**src/rtl/pattern_buffer_reader.sv**
```systemverilog
// Pattern buffer reader: DEPTH x 16 word store filled by a pattern writer, then
// scanned out over a valid/ready port while counting words that break the marker pattern.
//
// state   | meaning
// IDLE    | waiting for start; mismatch_count holds the last scan's result
// FETCH   | one cycle: latch storage[pointer] and pointer onto the output port
// PRESENT | out_valid high, waiting for out_ready; compare on handshake
// DONE    | one-cycle done pulse, busy still high
module pattern_buffer_reader #(
  parameter int DEPTH        = 64,
  parameter int CHECK_PERIOD = 50
) (
  input  logic        clk,
  input  logic        reset,
  input  logic        load,
  input  logic [15:0] in_data,
  input  logic [15:0] in_address,
  input  logic        start,
  output logic        out_valid,
  input  logic        out_ready,
  output logic [15:0] out_data,
  output logic [15:0] out_addr,
  output logic        busy,
  output logic        done,
  output logic [15:0] mismatch_count,
  output logic        wr_overflow
);

  localparam int PW = $clog2(DEPTH);

  typedef enum logic [1:0] {S_IDLE, S_FETCH, S_PRESENT, S_DONE} state_t;

  state_t          state, state_nxt;
  logic [15:0]     mem [DEPTH];
  logic [PW-1:0]   ptr;
  logic            handshake;
  logic            last_word;
  logic            wr_in_range;
  logic [15:0]     expected_word;

  assign handshake     = (state == S_PRESENT) && out_ready;
  assign last_word     = (ptr == PW'(DEPTH - 1));
  assign wr_in_range   = (in_address < 16'(DEPTH));
  // Marker check uses the full zero-extended address, not the pointer width.
  assign expected_word = ((out_addr % 16'(CHECK_PERIOD)) == 16'd0) ? 16'hFFFF : 16'h0000;

  always_ff @(posedge clk or posedge reset) begin
    if (reset) state <= S_IDLE;
    else       state <= state_nxt;
  end

  always_comb begin
    state_nxt = state;
    case (state)
      S_IDLE:    if (start) state_nxt = S_FETCH;
      S_FETCH:   state_nxt = S_PRESENT;
      S_PRESENT: if (out_ready) state_nxt = last_word ? S_DONE : S_FETCH;
      S_DONE:    state_nxt = S_IDLE;
      default:   state_nxt = S_IDLE;
    endcase
  end

  always_comb begin
    out_valid = (state == S_PRESENT);
    busy      = (state != S_IDLE);
    done      = (state == S_DONE);
  end

  // Storage accepts writes in every state; a same-cycle FETCH sees the old word.
  always_ff @(posedge clk or posedge reset) begin
    if (reset) begin
      for (int i = 0; i < DEPTH; i++) mem[i] <= 16'h0000;
      wr_overflow <= 1'b0;
    end else if (load) begin
      if (wr_in_range) mem[in_address[PW-1:0]] <= in_data;
      else             wr_overflow <= 1'b1;
    end
  end

  always_ff @(posedge clk or posedge reset) begin
    if (reset) begin
      ptr            <= '0;
      out_data       <= 16'h0000;
      out_addr       <= 16'h0000;
      mismatch_count <= 16'h0000;
    end else begin
      if (state == S_IDLE && start) begin
        ptr            <= '0;
        mismatch_count <= 16'h0000;
      end
      if (state == S_FETCH) begin
        out_data <= mem[ptr];
        out_addr <= 16'(ptr);
      end
      if (handshake) begin
        if (out_data != expected_word && mismatch_count != 16'hFFFF)
          mismatch_count <= mismatch_count + 16'd1;
        if (!last_word) ptr <= ptr + PW'(1);
      end
    end
  end

endmodule

```
**config.mk**
```make
export PLATFORM = sky130hd
export DESIGN_NAME = pattern_buffer_reader
export DESIGN_NICKNAME = d
export VERILOG_FILES = /design/src/rtl/pattern_buffer_reader.sv
export SDC_FILE = /design/constraint.sdc
export NUM_CORES = 2
export LEC_CHECK = 0
export BUFFER_PORTS_ARGS = -buffer_cell sky130_fd_sc_hd__buf_2
export CAP_MARGIN = 20
export CORE_MARGIN = 1.5
export CORE_UTILIZATION = 60
export DETAILED_ROUTE_END_ITERATION = 16
export PLACE_DENSITY = 0.82
export SLEW_MARGIN = 20
export SYNTH_ARGS = -nofsm -noshare
export SYNTH_HDL_FRONTEND = slang
export SYNTH_SLANG_ARGS = --single-unit
```
**constraint.sdc**
```tcl
create_clock -name clk -period 40.5 [get_ports clk]
set_input_delay 0 -clock clk [delete_from_list [all_inputs] [get_ports clk]]
set_output_delay 0 -clock clk [all_outputs]
set_load 0.005 [all_outputs]
```
---- Yosys cells after proc, flatten, opt, wreduce, memory -nomap -nowiden ----
Cells that the tools add are included.
cells by class
  add/sub/neg operators ................... 2
  $lt $le $gt $ge ......................... 4
  equal/unequal tests ..................... 8
  divide/modulo/power cells ............... 1
  shifts and indexed selects .............. 0
  bitwise operators ....................... 3
  multiplexer cells ....................... 17
  reductions and logical operators ........ 10
  multipliers ............................. 0
operator list
  cell                   count
  $bwmux 1024            1
  $mux 16                7
  $bmux 16 s6            1
  $demux 16 s6           1
  $mux 6                 3
  $add 16x1->16 const B  1
  $logic_not 16->1       1
  $lt 16x7->1 const B    1
  $mod 6x6->16 const B   1
  $ne 16x16->1           1
  $ne 16x16->1 const B   1
  $ge 7x7->1 const B     2
  $not 6->7              2
  $pmux 2 s4             1
  $lt 7x1->1 const B     1
  $add 6x1->6 const B    1
  $eq 6x6->1 const B     1
  $mux 2                 3
  $reduce_and 2->1       3
  $eq 2x2->1 const B     2
  $logic_and 1x1->1      4
  $eq 2x1->1 const B     1
  $logic_not 2->1        1
  $ne 2x1->1 const B     1
  3 further kinds        3
storage, ports and cells
  logic and storage cells ................. 115
  memories ................................ 0
  RAM bits ................................ 0
  output and inout bits ................... 52
  bits of input ports ..................... 37
  bits in latches ......................... 0
  ROM bits ................................ 0
  flip-flop bits (word level) ............. 1071

---- Depth between registers and ports, before layout ----
  word-level depth ........................ 7
  depth in mapped cells ................... 10
  depth with buffers taken out ............ 9

---- Worst setup path after synthesis ----
Ideal clock, no wire load.
  path type ............................... flip-flop to flip-flop
  start ................................... register out_addr[2]
  end ..................................... register mismatch_count[2]
  data required time ...................... 40.352 ns
  library setup time ...................... 0.148 ns
  arrival time ............................ 2.396 ns
  period minus slack after synthesis ...... 2.544 ns
  cell stages (with the launch flop) ...... 10
  path buffers ............................ 0
  path slack .............................. 37.956 ns
  cells stage by stage .................... dfrtp_1 -> inv_1 -> ha_1 -> o31a_1 -> ha_1 -> and4b_1 -> nand3_1 -> o211a_1 -> o31ai_1 -> o221ai_1
on the way
  cells in the longest elaborated chain, start to end .. 7
ends and longest elaborated chain
  item                    line  source
  start, declared         22    output logic [15:0] out_addr,
  start signal, assigned  93    out_addr <= 16'(ptr);
  $mod 6x6->16            45    assign expected_word = ((out_addr % 16'(CHECK_PERIOD)) == 16'd0) ? 16'hFFFF : 16'h0000;
  $logic_not 16->1        45
  $mux 16                 45
  $ne 16x16->1            96    if (out_data != expected_word && mismatch_count != 16'hFFFF)
  $logic_and 1x1->1       96
  $mux 16                 96
  $mux 16                 95    if (handshake) begin
  end signal, assigned    97    mismatch_count <= mismatch_count + 16'd1;
  end, declared           25    output logic [15:0] mismatch_count,
Every way passes these cells.
A chain may end at the register's enable or synchronous reset.

---- Worst setup path after layout ----
  start ................................... register ptr[0]
  end ..................................... register out_data[14]
on the way
  cells in the longest elaborated chain, start to end .. 4
ends and longest elaborated chain
  item                                        line  source
  start, declared                             35    logic [PW-1:0] ptr;
  start signal, assigned                      98    if (!last_word) ptr <= ptr + PW'(1);
  $not 6->7 (implied by the code)             92    out_data <= mem[ptr];
  $bmux 16 s6                                 92
  $mux 16 (implied by the code) (2 in a row)  92
  end signal, assigned                        92
  end, declared                               21    output logic [15:0] out_data,
Every way passes these cells. The select of a mux whose other input is x is not followed.

==> flow_summary.toml <==
[clocking]
htree_levels = 3
clockBufferDepth = 3
numCtsBuffers = 108
root_buffer = "clkbuf_16"
insertion_delay_ps = 690
clock_sinks = 1071
postCtsSetupRepairBufs = 0
clkTransAtPathRegs_ps = 60
cts_tree = "yes"

[grt]
grt_use_total = 0.304
grt_remaining_overflow = 0
grt_start_max_net_pins = 197
grt_pass1_vias = 31920
antenna_found_initial = 2
grt_pass1_wl_um = 195000

[critical_path]
start_kind = "flop"
crit_buf_inv = 3
slowest_stage = "dfrtp_4"
critPathCaptureType = "flop"
crit_type = "reg2reg"
cp_max_fo = 87
required_ps = 41040
cpPeakStageDelay_ps = 750
arrival_ps = 5120
cp_cell_sequence = "buf_6 -> buf_12 -> buf_4 -> mux4_2 -> mux2i_1 -> o21ai_0 -> a22oi_1 -> o211ai_1"
crit_family = "buffers and inverters"

[placed_design]
placed_area_um2 = 50300
pre_cts_slack_ps = 35680
globalplace.congestion = 0.844
dp_hpwl_um = 74400
port_buffers = 78
placed_cells = 4155

[timing]
slew_headroom = 0.220
maxSlewViolCount = 0
fin_ws_ps = 35920
hold_violations = 0
fin_hold_ws_ps = 27.8
rsz0062_at_grt = "no"
final.min_clock_period_ps = 4580
fin_skew_ps = 36.2
finalCritPeriodShare = 0.113
setup_viol = 0
fin_tns_setup_ps = 0
max_freq_mhz = 218
tightest_slew_ps = 1170

[yosys]
async_flop_share = 1.00
ys_seq_elements = 1071
ys_warn_count = 0
ys.flop_type = "dfrtp_1"
synth_cells = 3263
yosysSeqAreaShare = 0.541
ys_types = 63
synth.avg_cell_area_um2 = 15.2
syn_area_um2 = 49500
synth_edf_count = 0

[drt]
vias = 29282
drc_errors = 0
avgRoutedWirePerCell_um = 28.8
drt_iter0_markers = 2593
drt_wl_total_um = 126000
drtPass1Iterations = 5
ant_nets = 0
viasPerCell = 6.71

[finish]
design_area_um2 = 54200
drive_gt1_frac = 0.499
nets = 3245
final_util = 0.662
syn_to_final_growth_pct = 9.37
final_cells = 4367

[die]
dieHeight_um = 290
core-area_um2 = 81800
fp.dieArea_um2 = 84300
num_io_pins = 89
die_x_um = 290
start_util = 0.605
placementRows = 105

[run]
maxCapViolations = 0

[pwr]
powerDensity_nw_per_um2 = 44.0
p_leak_nw = 25.5
power_mw = 2.38
vdd_drop_max_v = 0.0000333

[min_path]
min_path_type = "in2async"

[status]
outcome = "finished, final reports clean"
==> worst min-delay path: cells and delay by family <==
| family | cells | cell delay [ps] |
|---|---|---|
| buffers and inverters | 3 | 1220 |
==> flip-flops by register name, indices dropped and copies added (netlist names) <==
name and count:
state 2, mem 1024, wr_overflow 1, out_addr 6, out_data 16, ptr 6
mismatch_count 16
==> kinds of logic (layout without fill, tap and decap cells) <==
logic type      count (synthesis)  in the layout  synth area share
buf+inv                       325            347            0.0319
compound gates                233            233            0.0329
other cells                     1             13         0.0000757
mux                          1376           1376             0.361
simple gates                  252            252            0.0319
fa+ha+maj                       5              5           0.00126
flops                        1071           1071             0.541
==> final timing paths <==
| kind | slack, ps | to | depth (start not counted) | startpoint |
|---|---|---|---|---|
| setup / recovery | 35920 | out_data[14] | 8 | ptr[0] |
| hold / removal | 30 | mem[269] | 3 | reset |
| setup reg to reg | 35920 | out_data[14] | 8 | ptr[0] |
| hold reg to reg | 500 | mem[329] | 1 | mem[329] |
| max in group asynchronous | 37220 | mem[731] | 8 | reset |
| min in group clk | 40 | mem[126] | 2 | in_data[14] |
==> layout make-up <==
type | instances | area, um2
Sequential cell | 1071 | 26800
Tap cell | 1070 | 1340
Antenna cell | 3 | 7.51
Clock buffer | 166 | 3270
Fill cell | 5398 | 27700
Clock inverter | 35 | 450
Timing Repair Buffer | 129 | 917
Multi-Input combinational cell | 1876 | 21300
Inverter | 17 | 71.3
==> timing repair <==
action                                 4_1_cts  5_1_grt
endpoints found under the hold margin      130        0
setup endpoints to repair                    0        0
gates resized for setup                      0        0
hold buffers                                 5        0
==> cell usage after synthesis, drive strengths merged, types with 22 or more instances <==
master  count  area, um2
nand3      23        120
o21ai      58        290
nand4      22        183
mux2     1030      11600
nand2      61        254
dfrtp    1071      26800
mux2i     122       1220
buf       143        897
clkbuf    165        619
nor2       69        479
mux4      224       5040
a22oi      64        480
==> per-layer routing <==
layer | vias up | track usage | part of all wire
met1 | 15794 | 0.402 | 0.39
met3 | 320 | 0.0585 | 0.075
li1 | 11982 | - | -
met5 | - | 0 | 0
met2 | 1186 | 0.491 | 0.49
met4 | 0 | 0.139 | 0.044
==> placed cells by master (no fill, tap or decap), types with 5 or more instances in the layout <==
| cell type | count |
|---|---|
| nand2b_1 | 7 |
| mux4_2 | 224 |
| nand4_1 | 19 |
| a21oi_1 | 14 |
| a32o_1 | 11 |
| mux2i_1 | 122 |
| a2111oi_0 | 11 |
| mux2_2 | 1029 |
| nor2b_1 | 19 |
| o22ai_1 | 19 |
| inv_1 | 16 |
| clkinv_2 | 21 |
| nor3_1 | 8 |
| nor4_1 | 6 |
| o21ai_0 | 58 |
| nor2_2 | 23 |
| nor2_1 | 13 |
| clkbuf_1 | 25 |
| clkbuf_16 | 110 |
| buf_12 | 5 |
| a22oi_1 | 64 |
| nand3_1 | 22 |
| o211ai_1 | 14 |
| conb_1 | 10 |
| dlygate4sd3_1 | 5 |
| dfrtp_1 | 1067 |
| bufinv_16 | 8 |
| nand2_1 | 51 |
| clkbuf_8 | 31 |
| o221ai_1 | 15 |
| nor2_4 | 33 |
| buf_6 | 5 |
| buf_2 | 72 |
| buf_4 | 39 |
| ha_1 | 5 |
| nand2_2 | 10 |
==> report_power, final <==
group	switching [mW]	internal [mW]
logic	0.169	0.0900
clock network	0.423	0.608
registers	0.0165	1.07
No activity file was read; power rests on OpenSTA's default activity.
